<file path="src/rtl/instr_pkg.sv">
// Shared encodings for the instruction-immediate packer: ImmSrc formats,
// error codes, FSM states and a sign-extension range helper.
package instr_pkg;

  localparam logic [2:0] IMM_I = 3'b000;
  localparam logic [2:0] IMM_S = 3'b001;
  localparam logic [2:0] IMM_B = 3'b010;
  localparam logic [2:0] IMM_U = 3'b011;
  localparam logic [2:0] IMM_J = 3'b100;

  localparam logic [1:0] ERR_NONE     = 2'b00;
  localparam logic [1:0] ERR_RANGE    = 2'b01;
  localparam logic [1:0] ERR_MISALIGN = 2'b10;

  typedef enum logic [1:0] {IDLE, ACCEPT, WRITE, ERROR} packer_state_t;

  // True when imm[31:msb] are all equal, i.e. imm survives truncation to msb+1 bits.
  function automatic logic sext_fits(input logic [31:0] imm, input int unsigned msb);
    logic signed [31:0] s;
    s = $signed(imm) >>> msb;
    return (s == '0) || (s == '1);
  endfunction

endpackage

</file>
<file path="src/rtl/instr_imm_packer_if.sv">
// Upstream instruction handshake: decoded fields plus immediate, valid/ready/last.
interface instr_imm_packer_if;
  logic        in_valid;
  logic        in_ready;
  logic        in_last;
  logic [6:0]  opcode;
  logic [4:0]  rd;
  logic [4:0]  rs1;
  logic [4:0]  rs2;
  logic [2:0]  funct3;
  logic [6:0]  funct7;
  logic [2:0]  ImmSrc;
  logic [31:0] imm;

  modport master (
    output in_valid, in_last, opcode, rd, rs1, rs2, funct3, funct7, ImmSrc, imm,
    input  in_ready
  );

  modport slave (
    input  in_valid, in_last, opcode, rd, rs1, rs2, funct3, funct7, ImmSrc, imm,
    output in_ready
  );
endinterface

</file>
<file path="src/rtl/instr_imm_packer_pack.sv">
// Combinational packer: places the immediate into the selected instruction
// format and reports whether it is representable there.
module instr_imm_pack
  import instr_pkg::*;
(
  input  logic [6:0]  opcode,
  input  logic [4:0]  rd,
  input  logic [4:0]  rs1,
  input  logic [4:0]  rs2,
  input  logic [2:0]  funct3,
  input  logic [6:0]  funct7,
  input  logic [2:0]  ImmSrc,
  input  logic [31:0] imm,
  output logic [31:0] word,
  output logic        legal,
  output logic [1:0]  err_code
);

  logic range_ok;
  logic misalign;

  always_comb begin
    word     = '0;
    range_ok = 1'b1;
    misalign = 1'b0;
    case (ImmSrc)
      IMM_I: begin
        word     = {imm[11:0], rs1, funct3, rd, opcode};
        range_ok = sext_fits(imm, 11);
      end
      IMM_S: begin
        word     = {imm[11:5], rs2, rs1, funct3, imm[4:0], opcode};
        range_ok = sext_fits(imm, 11);
      end
      IMM_B: begin
        word     = {imm[12], imm[10:5], rs2, rs1, funct3, imm[4:1], imm[11], opcode};
        range_ok = sext_fits(imm, 12);
        misalign = imm[0];
      end
      IMM_U: begin
        word     = {imm[31:12], rd, opcode};
        range_ok = (imm[11:0] == '0);
      end
      IMM_J: begin
        word     = {imm[20], imm[10:1], imm[11], imm[19:12], rd, opcode};
        range_ok = sext_fits(imm, 20);
        misalign = imm[0];
      end
      default: word = {funct7, rs2, rs1, funct3, rd, opcode};
    endcase

    legal = range_ok && !misalign;
    if (misalign)       err_code = ERR_MISALIGN;
    else if (!range_ok) err_code = ERR_RANGE;
    else                err_code = ERR_NONE;
  end

endmodule

</file>
<file path="src/rtl/instr_imm_packer.sv">
// Loads packed instructions into byte-addressed instruction memory,
// little-endian, one byte per cycle, under a start/last session protocol.
module instr_imm_packer
  import instr_pkg::*;
#(
  parameter int unsigned MEM_ADDR_WIDTH = 8,
  parameter int unsigned COUNT_WIDTH    = 16
) (
  input  logic                      clk,
  input  logic                      rst,
  input  logic                      start,
  input  logic [MEM_ADDR_WIDTH-1:0] base_addr,
  instr_imm_packer_if.slave         in_if,
  output logic                      mem_we,
  output logic [MEM_ADDR_WIDTH-1:0] mem_addr,
  output logic [7:0]                mem_wdata,
  output logic                      busy,
  output logic                      done,
  output logic                      err,
  output logic [1:0]                err_code,
  output logic [COUNT_WIDTH-1:0]    instr_count
);

  packer_state_t             state_q, state_d;
  logic [MEM_ADDR_WIDTH-1:0] wr_ptr_q, wr_ptr_d;
  logic [1:0]                beat_q, beat_d;
  logic [31:0]               word_q, word_d;
  logic                      last_q, last_d;
  logic [COUNT_WIDTH-1:0]    count_q, count_d;
  logic                      err_q, err_d;
  logic [1:0]                err_code_q, err_code_d;
  logic                      done_q, done_d;

  logic [31:0] pk_word;
  logic        pk_legal;
  logic [1:0]  pk_err_code;
  logic [31:0] word_shift;

  instr_imm_pack u_pack (
    .opcode   (in_if.opcode),
    .rd       (in_if.rd),
    .rs1      (in_if.rs1),
    .rs2      (in_if.rs2),
    .funct3   (in_if.funct3),
    .funct7   (in_if.funct7),
    .ImmSrc   (in_if.ImmSrc),
    .imm      (in_if.imm),
    .word     (pk_word),
    .legal    (pk_legal),
    .err_code (pk_err_code)
  );

  always_comb begin
    state_d    = state_q;
    wr_ptr_d   = wr_ptr_q;
    beat_d     = beat_q;
    word_d     = word_q;
    last_d     = last_q;
    count_d    = count_q;
    err_d      = err_q;
    err_code_d = err_code_q;
    done_d     = 1'b0;
    case (state_q)
      IDLE, ERROR: begin
        if (start) begin
          wr_ptr_d   = base_addr;
          count_d    = '0;
          err_d      = 1'b0;
          err_code_d = ERR_NONE;
          state_d    = ACCEPT;
        end
      end
      ACCEPT: begin
        if (in_if.in_valid) begin
          if (pk_legal) begin
            word_d  = pk_word;
            last_d  = in_if.in_last;
            beat_d  = '0;
            state_d = WRITE;
          end else begin
            err_d      = 1'b1;
            err_code_d = pk_err_code;
            state_d    = ERROR;
          end
        end
      end
      WRITE: begin
        wr_ptr_d = wr_ptr_q + MEM_ADDR_WIDTH'(1);
        beat_d   = beat_q + 2'd1;
        if (beat_q == 2'd3) begin
          count_d = count_q + COUNT_WIDTH'(1);
          if (last_q) begin
            done_d  = 1'b1;
            state_d = IDLE;
          end else begin
            state_d = ACCEPT;
          end
        end
      end
      default: state_d = IDLE;
    endcase
  end

  always_ff @(posedge clk) begin
    if (!rst) begin
      state_q    <= IDLE;
      wr_ptr_q   <= '0;
      beat_q     <= '0;
      word_q     <= '0;
      last_q     <= 1'b0;
      count_q    <= '0;
      err_q      <= 1'b0;
      err_code_q <= ERR_NONE;
      done_q     <= 1'b0;
    end else begin
      state_q    <= state_d;
      wr_ptr_q   <= wr_ptr_d;
      beat_q     <= beat_d;
      word_q     <= word_d;
      last_q     <= last_d;
      count_q    <= count_d;
      err_q      <= err_d;
      err_code_q <= err_code_d;
      done_q     <= done_d;
    end
  end

  // Memory bus is forced to zero outside WRITE so idle cycles present a clean bus.
  always_comb begin
    word_shift = word_q >> {beat_q, 3'b000};
    mem_we     = (state_q == WRITE);
    mem_addr   = mem_we ? wr_ptr_q : '0;
    mem_wdata  = mem_we ? word_shift[7:0] : '0;
  end

  assign in_if.in_ready = (state_q == ACCEPT);
  assign busy           = (state_q == ACCEPT) || (state_q == WRITE);
  assign done           = done_q;
  assign err            = err_q;
  assign err_code       = err_code_q;
  assign instr_count    = count_q;

endmodule

</file>
<file path="src/flat_wrapper.sv">
// flat-port wrapper written by rule: the top's interface ports become plain ports
module instr_imm_packer_flat import instr_pkg::*;
#(
  parameter int unsigned MEM_ADDR_WIDTH = 8,
  parameter int unsigned COUNT_WIDTH    = 16
)
  (clk, rst, start, base_addr, mem_we, mem_addr, mem_wdata, busy, done, err, err_code, instr_count, in_if_in_valid, in_if_in_last, in_if_opcode, in_if_rd, in_if_rs1, in_if_rs2, in_if_funct3, in_if_funct7, in_if_ImmSrc, in_if_imm, in_if_in_ready);
  instr_imm_packer_if in_if_i ();
  input  logic clk;
  input  logic rst;
  input  logic start;
  input  logic [MEM_ADDR_WIDTH-1:0] base_addr;
  output logic mem_we;
  output logic [MEM_ADDR_WIDTH-1:0] mem_addr;
  output logic [7:0] mem_wdata;
  output logic busy;
  output logic done;
  output logic err;
  output logic [1:0] err_code;
  output logic [COUNT_WIDTH-1:0] instr_count;
  input wire logic [$bits(in_if_i.in_valid)-1:0] in_if_in_valid;
  input wire logic [$bits(in_if_i.in_last)-1:0] in_if_in_last;
  input wire logic [$bits(in_if_i.opcode)-1:0] in_if_opcode;
  input wire logic [$bits(in_if_i.rd)-1:0] in_if_rd;
  input wire logic [$bits(in_if_i.rs1)-1:0] in_if_rs1;
  input wire logic [$bits(in_if_i.rs2)-1:0] in_if_rs2;
  input wire logic [$bits(in_if_i.funct3)-1:0] in_if_funct3;
  input wire logic [$bits(in_if_i.funct7)-1:0] in_if_funct7;
  input wire logic [$bits(in_if_i.ImmSrc)-1:0] in_if_ImmSrc;
  input wire logic [$bits(in_if_i.imm)-1:0] in_if_imm;
  output wire logic [$bits(in_if_i.in_ready)-1:0] in_if_in_ready;
  assign in_if_i.in_valid = in_if_in_valid;
  assign in_if_i.in_last = in_if_in_last;
  assign in_if_i.opcode = in_if_opcode;
  assign in_if_i.rd = in_if_rd;
  assign in_if_i.rs1 = in_if_rs1;
  assign in_if_i.rs2 = in_if_rs2;
  assign in_if_i.funct3 = in_if_funct3;
  assign in_if_i.funct7 = in_if_funct7;
  assign in_if_i.ImmSrc = in_if_ImmSrc;
  assign in_if_i.imm = in_if_imm;
  assign in_if_in_ready = in_if_i.in_ready;
  instr_imm_packer #(.MEM_ADDR_WIDTH(MEM_ADDR_WIDTH), .COUNT_WIDTH(COUNT_WIDTH)) u_core (.clk(clk), .rst(rst), .start(start), .base_addr(base_addr), .in_if(in_if_i), .mem_we(mem_we), .mem_addr(mem_addr), .mem_wdata(mem_wdata), .busy(busy), .done(done), .err(err), .err_code(err_code), .instr_count(instr_count));
endmodule
</file>
<file path="config.mk">
export PLATFORM = sky130hd
export DESIGN_NAME = instr_imm_packer_flat
export DESIGN_NICKNAME = d
export VERILOG_FILES = /design/src/rtl/instr_pkg.sv /design/src/rtl/instr_imm_packer_if.sv /design/src/rtl/instr_imm_packer_pack.sv /design/src/rtl/instr_imm_packer.sv /design/src/flat_wrapper.sv
export SDC_FILE = /design/constraint.sdc
export NUM_CORES = 1
export LEC_CHECK = 0
export BUFFER_PORTS_ARGS = -buffer_cell sky130_fd_sc_hd__buf_2
export CAP_MARGIN = 20
export CORE_ASPECT_RATIO = 0.6
export CORE_MARGIN = 3
export CORE_UTILIZATION = 52
export DETAILED_ROUTE_END_ITERATION = 16
export HOLD_SLACK_MARGIN = 0.1
export PLACE_DENSITY = 0.81
export RECOVER_POWER = 100
export SYNTH_ARGS = -nofsm -noshare
export SYNTH_HDL_FRONTEND = slang
export SYNTH_HIERARCHICAL = 1
export SYNTH_SLANG_ARGS = --single-unit
</file>
<file path="constraint.sdc">
create_clock -name clk -period 3.7 [get_ports clk]
set_input_delay 0.555 -clock clk [delete_from_list [all_inputs] [get_ports clk]]
set_output_delay 0.555 -clock clk [all_outputs]
set_load 0.02 [all_outputs]
</file>
==> After elaboration in Yosys (flattened, before gate mapping) <==
Index checks and enable logic that the tools add are counted.
{ "word_totals": {"regBits": 65, "wordCells": 84} }
{ "op_classes": {"addsub": 3, "n_eq_ne": 16, "n_reduce_logical": 25, "mux": 30, "shifts": 1} }
{ "op_table": {"columns": ["op", "n"], "rows": [
  ["case mux 32 bit (5 select lines)", 1],
  ["equality test 32 bit (second input constant)", 3],
  ["zero test 32 bit", 3],
  ["2-to-1 mux 16 bit", 2],
  ["case mux 16 bit (2 select lines)", 1],
  ["right shift 32 x 5 -> 8 bit", 1],
  ["2-to-1 mux 8 bit", 3],
  ["2-to-1 mux 2 bit", 9],
  ["adder 16 x 1 -> 16 bit (second input constant)", 1],
  ["case mux 8 bit (2 select lines)", 1],
  ["AND reduction 3 bit", 5],
  ["zero test 12 bit", 1],
  ["adder 8 x 1 -> 8 bit (second input constant)", 1],
  ["2-to-1 mux 1 bit", 8],
  ["case mux 2 bit (2 select lines)", 2],
  ["equality test 2 bit (second input constant)", 3],
  ["equality test 3 x 2 -> 1 bit (second input constant)", 2],
  ["inequality test 2 bit (second input constant)", 3],
  ["case mux 2 bit (3 select lines)", 1],
  ["nonzero test 2 bit", 3],
  ["OR reduction 2 bit", 3],
  ["logical OR 1 bit", 4],
  ["inequality test 2 x 1 -> 1 bit (second input constant)", 2],
  ["case mux 1 bit (4 select lines)", 1],
  ["other kinds (11)", 11]
]} }

==> Depth between registers and ports, before layout <==
{ "depth": {"word_depth": 8, "depth_mapped": 12} }

==> By module <==
The synthesis kept the hierarchy.
{ "by_module_without_submodules": {"columns": ["module", "cells_each", "n_inst", "area_each_um2"], "rows": [
  ["instr_imm_packer", 381, 1, 3111.7],
  ["instr_imm_pack", 122, 1, 795.8]
]} }

==> Worst setup path before layout <==
OpenSTA, ideal clock, no wires.
{ "synth_timing": {"path_type": "in2reg", "start": "in in_if_imm[23]", "end": "reg u_core.word_q[28]", "path_buffers": 3, "setup_time_ps": 71, "arrival_time_ps": 2851, "cell_stages": 11, "setup_slack_ps": 779, "cell_sequence": "or4_4 nor3_2 a22oi_1 o311ai_1 nor2b_1 clkbuf_1 and3_1 clkbuf_1 clkbuf_1 nand2_1 a21oi_1"} }
{ "synth_between": {"elab_chain_cells": 5, "word_cells_on_any_way": 12} }
{ "synth_rtl": {"columns": ["element", "line_no", "source"], "rows": [
  ["start: declaration", "flat_wrapper.sv:30", "input wire logic [$bits(in_if_i.imm)-1:0] in_if_imm;"],
  ["equality test 32 bit / zero test 32 bit (equally long branches)", "instr_pkg.sv:21", "return (s == '0) || (s == '1);"],
  ["logical OR 1 bit", "instr_pkg.sv:21", null],
  ["case mux 1 bit (4 select lines) *", "instr_imm_packer_pack.sv:26", "case (ImmSrc)"],
  ["logical AND 1 bit *", "instr_imm_packer_pack.sv:52", "legal = range_ok && !misalign;"],
  ["net u_core.pk_legal", "instr_imm_packer.sv:35", "logic pk_legal;"],
  ["AND reduction 3 bit (no source line) *", null, null],
  ["end signal: assignment", "instr_imm_packer.sv:119", "word_q <= word_d;"],
  ["end: declaration", "instr_imm_packer.sv:27", "logic [31:0] word_q, word_d;"]
]} }
The timed path passes the listed nets; every way through them passes the cells marked *.
A chain may end at the register's enable or synchronous reset.

==> Worst setup path after layout <==
{ "layout_timing": {"start": "in in_if_imm[23]", "end": "reg u_core.word_q[14]"} }
Same word-level chain as after synthesis.

==> flow_metrics.tcl <==
set metrics [dict create \
    run_status "finished, violations left" \
    failed_checks "max-capacitance violations, max-slew violations" \
    commonest_non_fill_non_tap_cell_in_the_layout "nand2_1" \
    placement.setup.worst_slack_ps 452 \
    synth_compound_area_share_pct 18.6 \
    initial_core_util_pct 56.1 \
    synth-xor-area-share_pct 1.57 \
    clock_skew_ps 5.45 \
    std_cell_rows 23 \
    final.min_clock_period_ps 3150 \
    worstHoldPathType "reg2reg" \
    cp_cell_sequence "clkbuf_1 -> or4_1 -> nor3_1 -> a22oi_1 -> o311ai_0 -> nor2b_1 -> and3_1 -> buf_4 -> nand2_1 -> a21oi_1" \
    fp.dieArea_sq_um 8620 \
    grt_antenna_before_repair 0 \
    first_pass_iters 5 \
    min_period_over_period_pct 85.0 \
    end_kind "register" \
    cts_buffers 9 \
    synth.avg_cell_area_sq_um 7.77 \
    floorplan.core_area_sq_um 6960 \
    ioPinCount 119 \
    net_count_synth 588 \
    synth-seq-area-share_pct 33.3 \
    groute.layer.met3.usage_pct 9.22 \
    globalRouteTotalUtil_pct 28.6 \
    final-hold-violation-count 0 \
    r2r_setup_slack_ps 580 \
    path_max_fanout 33 \
    power_leakage_uw 0.00178 \
    mux_share_of_post_synthesis_cell_area_pct 11.0 \
    power.density_cell_area_nw_per_um2 489 \
    fillers 591 \
    grt_start_max_net_pins 37 \
    maxClockFrequency_ghz 0.318 \
    post_synthesis_async_set_or_reset_flop_share_pct 0 \
    ys_ff_latch 65 \
    setup-tns-final_ps 0 \
    post_cts_resize_count 0 \
    post_route_cells_drive_above_1_share_pct 21.0 \
    synth_top_cell_area_share_pct 33.3 \
    grt_pass1_wl_um 19600 \
    grt-ovfl-total 0 \
    global_route.peak_usage_layer "met2" \
    global_route.usage.met1_pct 41.0 \
    clk_pin_slew_worst_paths_ps 60 \
    total_power_uw 2330 \
    layout.cells.non_filler 704 \
    clk_root_buffer_cell "clkbuf_16" \
    maximum_cell_stage_delay_along_the_critical_path_ps 580 \
    worst_setup_path_start_kind "input pin" \
    antenna_left 0 \
    gp_congestion 0.939 \
    final-setup-viol-count 0 \
    worstPathRequired_ps 3960 \
    ys_top_cells_by_area "dfxtp_1 (33%), nand2_1 (8.5%), a21oi_1 (7.8%), mux4_2 (4.6%), mux2_2 (3.7%)" \
    ir_worst_vdd_mv 0.265 \
    num-nets-final 684 \
    place_hpwl_um 9230 \
    grt_pass1_vias 3803 \
    netlist_cell_types 55 \
    synth_edf_count 0 \
    post-cts-setup-buffer-count 0 \
    cts_htree_levels 3 \
    setup_repair_after_global_routing_missed_its_margin "false" \
    worstSkewPairLatency_ps 330 \
    area_growth_syn_to_fin_pct 22.0 \
    dr_total_vias 4189 \
    synthAdderAreaFrac_pct 1.60 \
    cts_tree "yes" \
    syn-instance-count 503 \
    critical_path_class "in2reg" \
    post_drt_via_cell_ratio 5.95 \
    timing.critical_path.slowest_stage_cell "or4_1" \
    cts_hold_repair.buffers 0 \
    wl_um 12600 \
    placement.io_buffers 118 \
    netlist.top_cell.by_area "dfxtp_1" \
    mappedNetlistArea_sq_um 3910 \
    max-slew-margin-rel_pct -12.1 \
    post-route-drc-count 0 \
    dpl.cell_count 687 \
    report.final.slew_viol_count 20 \
    drt_iter0_markers 497 \
    timing.critical_path.arrival_ps 3410 \
    num_antenna_cells 0 \
    layout_setup_ws_ps 554 \
    yosys_warnings 6 \
    ys_dominant_reg_cell "dfxtp_1" \
    die_w_um 118 \
    commonest_cells_after_routing_fill_and_taps_aside "nand2_1 (89), buf_2 (85), dfxtp_1 (65)" \
    yosys.area_share.simple_pct 27.9 \
    fp.dieH_um 73.1 \
    maximum_clock_path_buffer_count 2 \
    clock_sink_count 65 \
    use_met2_pct 42.6 \
    worst-slew-pin-transition_ps 1640 \
    final_util_pct 68.4 \
    max_cap_viol_count 1 \
    routedWlPerCell_um 17.9 \
    synth_top_family_by_area "simple AND/OR/NAND/NOR gates" \
]
## metal layers
metal  vias to the layer above  routed length [um]
li1                       1985                   -
met1                      1963                5870
met2                       233                5390
met3                         8                1270
met4                         0                  79
met5                         -                   0
## stage by stage
| stage | cell area [sq um] | hold WS (ps) |
|---|---|---|
| global route | 4770 | 472 |
| floorplan | 3910 | 433 |
| global placement | 4480 | 439 |
| finish | 4770 | 452 |
| CTS | 4800 | 454 |
| detailed placement | 4480 | 446 |
## worst max-delay path, delay by kind of cell
kind                   cells  cell delay, ps
buffers and inverters      2             430
and+or+nand+nor            5            1760
AOI/OAI and AO/OA          3             660
## cell type report
type | instances | area (sq um) | area share (%)
clock inverters | 6 | 91.3 | 1.92
inverters | 12 | 45.0 | 0.945
well taps | 100 | 125 | 2.63
clock buffers | 10 | 229 | 4.80
multi-input cells | 386 | 2360 | 49.5
repair buffers | 125 | 614 | 12.9
flip-flops and latches | 65 | 1300 | 27.3
## cells by family (layout without fill, tap and decap cells)
group,count (synthesis),count (layout)
simple gates,218,218
compound gates,125,125
fa+ha+maj,5,5
flops,65,65
mux,31,31
buf+inv,52,153
xor+xnor,7,7
## state kept, by name (all words and copies together) (netlist names)
| signal | cells |
|---|---|
| u_core/state_q | 2 |
| u_core/done | 1 |
| u_core/err_code | 2 |
| u_core/err | 1 |
| u_core/last_q | 1 |
| u_core/beat_q | 2 |
| u_core/word_q | 32 |
| u_core/instr_count | 16 |
| u_core/wr_ptr_q | 8 |
## final timing paths
kind                          start                      to  depth (start not counted)
setup / recovery      in_if_imm[23]       u_core/word_q[14]                         10
hold / removal    u_core/word_q[17]       u_core/word_q[17]                          2
setup reg to reg  u_core/state_q[0]  u_core/instr_count[12]                          6
hold reg to reg   u_core/word_q[17]       u_core/word_q[17]                          2
## power by group
part	total [uW]	switching [uW]	leakage (uW)	internal, uW
registers	808	50.1	0.000526	757
logic	610	397	0.00109	214
clock network	913	320	0.000157	593
total	2330	767	0.00178	1560
## cells in the mapped netlist, types with 4 or more instances
| master | instances |
|---|---|
| nor4_1 | 5 |
| nor3_1 | 10 |
| nor2b_1 | 13 |
| inv_1 | 11 |
| xnor2_1 | 6 |
| nand3_1 | 10 |
| buf_4 | 8 |
| nor2_1 | 31 |
| a21oi_1 | 61 |
| and3_1 | 5 |
| dfxtp_1 | 65 |
| nand2_1 | 89 |
| mux2_2 | 13 |
| clkbuf_1 | 29 |
| or4_1 | 9 |
| o22ai_1 | 7 |
| nand4_1 | 8 |
| mux4_2 | 8 |
| mux2i_1 | 9 |
| o21ai_0 | 24 |
| a22oi_1 | 4 |
| and2_1 | 18 |
| a211oi_1 | 5 |
| ha_1 | 5 |
(Power assumes the default switching activity.)
